===== src/rtl/param_cpu_core.sv =====
// param_cpu_core: parametrised register CPU core.
// Register file, single-cycle ALU with N/Z/C flags, a multi-cycle shift-add
// multiplier that stalls issue, and a registered output port with a
// one-cycle strobe.
module param_cpu_core #(
  parameter int WIDTH    = 8,
  parameter int NUM_REGS = 14,
  parameter int LOG_REGS = 4
) (
  input  logic                clk,
  input  logic                rst,
  input  logic                inst_valid,
  output logic                inst_ready,
  input  logic [3:0]          opcode,
  input  logic [LOG_REGS-1:0] ra,
  input  logic [LOG_REGS-1:0] rb,
  input  logic [LOG_REGS-1:0] rc,
  input  logic [WIDTH-1:0]    imm,
  output logic [WIDTH-1:0]    data_out,
  output logic                out_valid,
  output logic [2:0]          status
);

  localparam int CW = $clog2(WIDTH);
  localparam logic [CW-1:0] MUL_LAST = CW'(WIDTH - 1);

  typedef enum logic {S_IDLE, S_MUL} state_t;

  typedef enum logic [3:0] {
    OP_MVR = 4'h0, OP_LDB = 4'h1, OP_STB = 4'h2, OP_RDS = 4'h3,
    OP_NOT = 4'h8, OP_AND = 4'h9, OP_ORA = 4'hA, OP_ADD = 4'hB,
    OP_SUB = 4'hC, OP_XOR = 4'hD, OP_INC = 4'hE, OP_MUL = 4'hF
  } op_t;

  state_t state, state_nxt;
  op_t    op;

  logic [WIDTH-1:0]    regs [NUM_REGS];
  logic                accept;
  logic [WIDTH-1:0]    src_a, src_b, src_d;
  logic [WIDTH:0]      ext;
  logic [WIDTH-1:0]    alu_res;
  logic                alu_c;

  logic [2*WIDTH-1:0]  mcand, acc, prod_nxt;
  logic [WIDTH-1:0]    mplier;
  logic [CW-1:0]       mul_cnt;
  logic [LOG_REGS-1:0] mul_dest;

  logic                rf_we;
  logic [LOG_REGS-1:0] rf_widx;
  logic [WIDTH-1:0]    rf_wdata;
  logic                flag_we, flag_c;
  logic                mul_start, mul_step;
  logic                out_we;
  logic [WIDTH-1:0]    out_data;

  function automatic logic in_range(input logic [LOG_REGS-1:0] idx);
    return int'(idx) < NUM_REGS;
  endfunction

  assign op         = op_t'(opcode);
  assign inst_ready = (state == S_IDLE);
  assign accept     = inst_valid & inst_ready;

  // Unimplemented register indices read as zero.
  assign src_a = in_range(rb) ? regs[rb] : '0;
  assign src_b = in_range(rc) ? regs[rc] : '0;
  assign src_d = in_range(ra) ? regs[ra] : '0;

  // Multiplier step: add the shifted multiplicand when the current multiplier bit is set.
  assign prod_nxt = acc + (mplier[0] ? mcand : '0);

  // Single-cycle ALU result and carry/borrow.
  always_comb begin
    ext     = '0;
    alu_res = '0;
    alu_c   = 1'b0;
    case (op)
      OP_NOT: alu_res = ~src_a;
      OP_AND: alu_res = src_a & src_b;
      OP_ORA: alu_res = src_a | src_b;
      OP_XOR: alu_res = src_a ^ src_b;
      OP_ADD: begin
        ext     = {1'b0, src_a} + {1'b0, src_b};
        alu_res = ext[WIDTH-1:0];
        alu_c   = ext[WIDTH];
      end
      OP_SUB: begin
        // Top bit of the widened difference is the unsigned borrow.
        ext     = {1'b0, src_a} - {1'b0, src_b};
        alu_res = ext[WIDTH-1:0];
        alu_c   = ext[WIDTH];
      end
      OP_INC: begin
        ext     = {1'b0, src_a} + (WIDTH + 1)'(1);
        alu_res = ext[WIDTH-1:0];
        alu_c   = ext[WIDTH];
      end
      default: ;
    endcase
  end

  // Next-state and write-control decode.
  always_comb begin
    state_nxt = state;
    rf_we     = 1'b0;
    rf_widx   = ra;
    rf_wdata  = alu_res;
    flag_we   = 1'b0;
    flag_c    = alu_c;
    mul_start = 1'b0;
    mul_step  = 1'b0;
    out_we    = 1'b0;
    out_data  = src_d;
    unique case (state)
      S_IDLE: begin
        if (accept) begin
          case (op)
            OP_MVR: begin rf_we = 1'b1; rf_wdata = src_a; end
            OP_LDB: begin rf_we = 1'b1; rf_wdata = imm; end
            OP_STB: out_we = 1'b1;
            OP_RDS: begin
              out_we   = 1'b1;
              out_data = {{(WIDTH-3){1'b0}}, status};
            end
            OP_NOT, OP_AND, OP_ORA, OP_ADD, OP_SUB, OP_XOR, OP_INC: begin
              rf_we   = 1'b1;
              flag_we = 1'b1;
            end
            OP_MUL: begin
              mul_start = 1'b1;
              state_nxt = S_MUL;
            end
            default: ;
          endcase
        end
      end
      S_MUL: begin
        mul_step = 1'b1;
        // Final step writes the product including this cycle's partial add.
        if (mul_cnt == MUL_LAST) begin
          rf_we     = 1'b1;
          rf_widx   = mul_dest;
          rf_wdata  = prod_nxt[WIDTH-1:0];
          flag_we   = 1'b1;
          flag_c    = |prod_nxt[2*WIDTH-1:WIDTH];
          state_nxt = S_IDLE;
        end
      end
      default: state_nxt = S_IDLE;
    endcase
  end

  // State register.
  always_ff @(posedge clk) begin
    if (rst) state <= S_IDLE;
    else     state <= state_nxt;
  end

  // Register file and status flags.
  always_ff @(posedge clk) begin
    if (rst) begin
      regs   <= '{default: '0};
      status <= '0;
    end else begin
      if (rf_we && in_range(rf_widx)) regs[rf_widx] <= rf_wdata;
      if (flag_we) status <= {rf_wdata[WIDTH-1], rf_wdata == '0, flag_c};
    end
  end

  // Output port and its one-cycle strobe.
  always_ff @(posedge clk) begin
    if (rst) begin
      data_out  <= '0;
      out_valid <= 1'b0;
    end else begin
      out_valid <= out_we;
      if (out_we) data_out <= out_data;
    end
  end

  // Shift-add multiplier datapath; operands are captured at accept.
  always_ff @(posedge clk) begin
    if (rst) begin
      mcand    <= '0;
      mplier   <= '0;
      acc      <= '0;
      mul_cnt  <= '0;
      mul_dest <= '0;
    end else if (mul_start) begin
      mcand    <= {{WIDTH{1'b0}}, src_a};
      mplier   <= src_b;
      acc      <= '0;
      mul_cnt  <= '0;
      mul_dest <= ra;
    end else if (mul_step) begin
      acc     <= prod_nxt;
      mcand   <= mcand << 1;
      mplier  <= mplier >> 1;
      mul_cnt <= mul_cnt + CW'(1);
    end
  end

endmodule


===== config.mk =====
export PLATFORM = sky130hd
export DESIGN_NAME = param_cpu_core
export DESIGN_NICKNAME = d
export VERILOG_FILES = /design/src/rtl/param_cpu_core.sv
export SDC_FILE = /design/constraint.sdc
export NUM_CORES = 1
export LEC_CHECK = 0
export CORE_MARGIN = 1.5
export CORE_UTILIZATION = 55
export DETAILED_ROUTE_END_ITERATION = 12
export PLACE_DENSITY = 0.73
export SKIP_CTS_REPAIR_TIMING = 1
export SLEW_MARGIN = 20
export SYNTH_ARGS = -nofsm -noshare
export SYNTH_HDL_FRONTEND = slang
export SYNTH_SLANG_ARGS = --single-unit

===== constraint.sdc =====
create_clock -name clk -period 6.6 [get_ports clk]
set_input_delay 1.32 -clock clk [delete_from_list [all_inputs] [get_ports clk]]
set_output_delay 1.32 -clock clk [all_outputs]
set_load 0.01 [all_outputs]

==> flow_summary.json, run 1 <==
{
  "synth_warnings": 0,
  "dieWidth_um": 147.9,
  "clock-skew-final_ns": 0.01076,
  "worst_pin_slew_ns": 1.089,
  "grt_pass1_wl_mm": 54.56,
  "first_global_vias": 9685,
  "path_class": "in -> reg",
  "whs_path_depth": 2,
  "endpoint_kind": "register",
  "htreeDepth": 4,
  "place_inst": 1546,
  "syn-num-nets": 1361,
  "period_needed_ns": 5.682,
  "multi_input_area_um2": 7569,
  "clockRootBuffer": "clkbuf_16",
  "syn2layout_area_growth_pct": 10.58,
  "clkLatencyLatePin_ns": 0.44,
  "post_drt_wl_per_cell_um": 22.00,
  "gp_congestion": 1.005,
  "muxShareOfSynthArea_pct": 21.98,
  "grtUsageTotal_pct": 32.02,
  "syn_avg_cell_area_um2": 8.916,
  "rr_endpoint": "status[1]$_SDFFE_PP0P_",
  "clock-sinks": 172,
  "grt_max_degree": 101,
  "placement.io_buffers": 39,
  "overflow": 0,
  "cts_buffers": 17,
  "synth_edf_count": 0,
  "seqCellArea_um2": 3445,
  "synthSimpleGateAreaFrac_pct": 17.61,
  "hold_path_class": "reg -> reg",
  "outcome": "completed",
  "crit-reg2reg-launch": "regs[80]$_SDFFE_PP0P_",
  "max_freq_mhz": 176.0,
  "drive_gt1_share_pct": 14.45,
  "vias_per_cell": 6.597,
  "synth_cell_types": 79,
  "antenna_found_initial": 0,
  "die_h_um": 147.9,
  "ant_nets": 0,
  "drt_iter0_drc": 1088,
  "nFillCells": 1754,
  "initial_core_util_pct": 56.52,
  "synth.yosys.seq_area_share_pct": 29.82,
  "cap_violations": 0,
  "rr_worst_depth": 14,
  "mostFrequentLayoutCells": "nor2_1, dfxtp_1, mux2i_1",
  "async_reset_ff_share_pct": 0,
  "irDropWorstVdd_v": 0.0001568,
  "min_delay_worst_endpoint": "data_out[1]$_SDFFE_PP0P_",
  "p_leak_nw": 4.465,
  "num_vias": 10410,
  "critPathMaxFanout": 15,
  "clkTransAtPathRegs_ns": 0.07,
  "wirelength_mm": 34.72,
  "hold_viol_final": 0,
  "worstPathArrival_ns": 6.03,
  "r2r_slack_ns": 2.49,
  "ios": 40,
  "hold_path_startpoint": "data_out[1]$_SDFFE_PP0P_",
  "max_slew_margin_pct": 27.41,
  "drt_first_pass_iters": 5,
  "synth_top_family_by_area": "multiplexers",
  "cts_tree": "done",
  "setup_violations": 0,
  "power_density_nw_per_um2": 189.9,
  "synth_adder_area_share_pct": 4.291,
  "synth-xor-area-share_pct": 1.517,
  "period_share_pct": 86.08,
  "synth_area_um2": 11550,
  "critPathRequiredTime_ns": 6.95,
  "coreArea_um2": 20430,
  "finalSetupTns_ns": 0,
  "slew_violations": 0,
  "dpl_cell_area_um2": 12130,
  "fin_area_um2": 12770,
  "clockBufferDepth": 2,
  "num-nets-final": 1361,
  "n_antenna_cell": 0,
  "ys_ff_latch": 172,
  "syn_inst": 1295,
  "drc_errors": 0,
  "synth-compound-area-share_pct": 19.96,
  "synth_ff_type": "dfxtp_1",
  "dp_hpwl_mm": 24.46,
  "startpoint_type": "primary input",
  "grt_setup_unrepaired": "false",
  "mostFrequentLayoutCell": "nor2_1",
  "dieArea_um2": 21870,
  "rows": 52,
  "fin_cells": 1578
}
==> final cells by class <==
class,instances,share of cell area [%]
Multi-Input combinational cell,992,59.28
Tap cell,270,2.646
Clock buffer,17,3.332
Timing Repair Buffer,78,5.214
Sequential cell,172,26.98
Clock inverter,15,1.539
Inverter,34,1.009
==> routing by layer <==
metal / track usage (%) / part of all wire [%]
met3: 5.833 / 8.5
met2: 51.59 / 46
met4: 11.58 / 3.4
met1: 43.12 / 42
met5: 0 / 0
==> worst max-delay path by stage <==
stage | startpoint | endpoint | slack, ns
global route | rb[2] | regs[111]$_SDFFE_PP0P_ | 0.75
detailed placement | rb[2] | status[1]$_SDFFE_PP0P_ | 0.66
floorplan | rc[0] | status[1]$_SDFFE_PP0P_ | 1.40
finish | rb[2] | status[1]$_SDFFE_PP0P_ | 0.92
CTS | rb[2] | status[1]$_SDFFE_PP0P_ | 1.10
global placement | rb[2] | status[1]$_SDFFE_PP0P_ | 0.65
==> Yosys cell counts (all sizes together) (5+ instances only) <==
cell type / count / area share, %
a21oi: 57 / 2.5
nor3b: 6 / 0.39
mux2: 10 / 0.98
nand2: 71 / 2.3
o211ai: 10 / 0.69
dfxtp: 172 / 30
nor3: 16 / 0.69
clkbuf: 68 / 2.2
nor2b: 24 / 1.3
a221oi: 20 / 1.8
a311o: 5 / 0.43
nand4: 6 / 0.33
nand2b: 11 / 0.60
and3: 17 / 0.92
and2: 22 / 1.2
mux2i: 105 / 9.1
nor2: 203 / 6.6
o31ai: 6 / 0.39
xnor2: 16 / 1.2
o22ai: 5 / 0.27
a211oi: 94 / 6.5
mux4: 61 / 12
o21ai: 59 / 2.7
or3: 6 / 0.33
a31oi: 13 / 0.76
nand3b: 6 / 0.39
o21a: 5 / 0.33
buf: 29 / 1.5
ha: 38 / 4.1
inv: 32 / 1.0
nand3: 36 / 1.6
a22oi: 13 / 0.85
==> where the power goes <==
part / total (mW) / switching, mW / internal [mW]
logic: 0.295 / 0.188 / 0.106
registers: 1.06 / 0.00983 / 1.05
clock network: 1.07 / 0.493 / 0.579
total: 2.42 / 0.692 / 1.73
==> cell families (layout without fill, tap and decap cells) <==
group,Yosys count,after routing
muxes,176,176
adders and majority gates,39,39
xor gates and xnor gates,20,20
and+or+nand+nor,436,436
DFF,172,172
AOI/OAI and AO/OA,321,321
buffers and inverters,131,144
==> registers in the layout, indices dropped and copies added, names as in the netlist <==
register,flops
regs,112
status,3
data_out,8
state,1
out_valid,1
mul_cnt,3
mul_dest,4
mcand,16
acc,16
mplier,8
==> metrics by stage <==
stage,hold slack [ns],setup slack (ns),total power [mW],util [%]
after CTS,0.5023,1.100,2.421,62.42
after floorplan,0.4602,1.404,1.280,-
after detailed placement,0.4896,0.6607,1.366,59.38
final,0.5004,0.9184,2.424,62.49
after global placement,0.4772,0.6471,1.364,59.34
after global routing,0.5260,0.7459,2.496,62.49
==> critical path, stage by stage <==
cell and delay, ns:
clkdlybuf4s50_1 1.00, mux4_2 0.34, nand2_1 0.11, and3_1 0.30, nor2_1 0.54, ha_1 0.33, a21oi_1 0.11, nor4b_1 0.16
a221oi_1 0.52, xor2_1 0.13, a211oi_1 0.42, o21a_1 0.18, buf_4 0.25, nand4_1 0.12, o31ai_1 0.20
No activity file was read; power rests on OpenSTA's default activity.
==> run 2, diff against run 1 <==
--- a/config.mk
+++ b/config.mk
@@ -5,6 +5,7 @@
 export SDC_FILE = /design/constraint.sdc
 export NUM_CORES = 1
 export LEC_CHECK = 0
+export ABC_CLOCK_PERIOD_IN_PS = 6600
 export CORE_MARGIN = 1.5
 export CORE_UTILIZATION = 55
 export DETAILED_ROUTE_END_ITERATION = 12
==> results of run 2 <==
No change in the layout: final DEF, timing and power equal those of run 1.
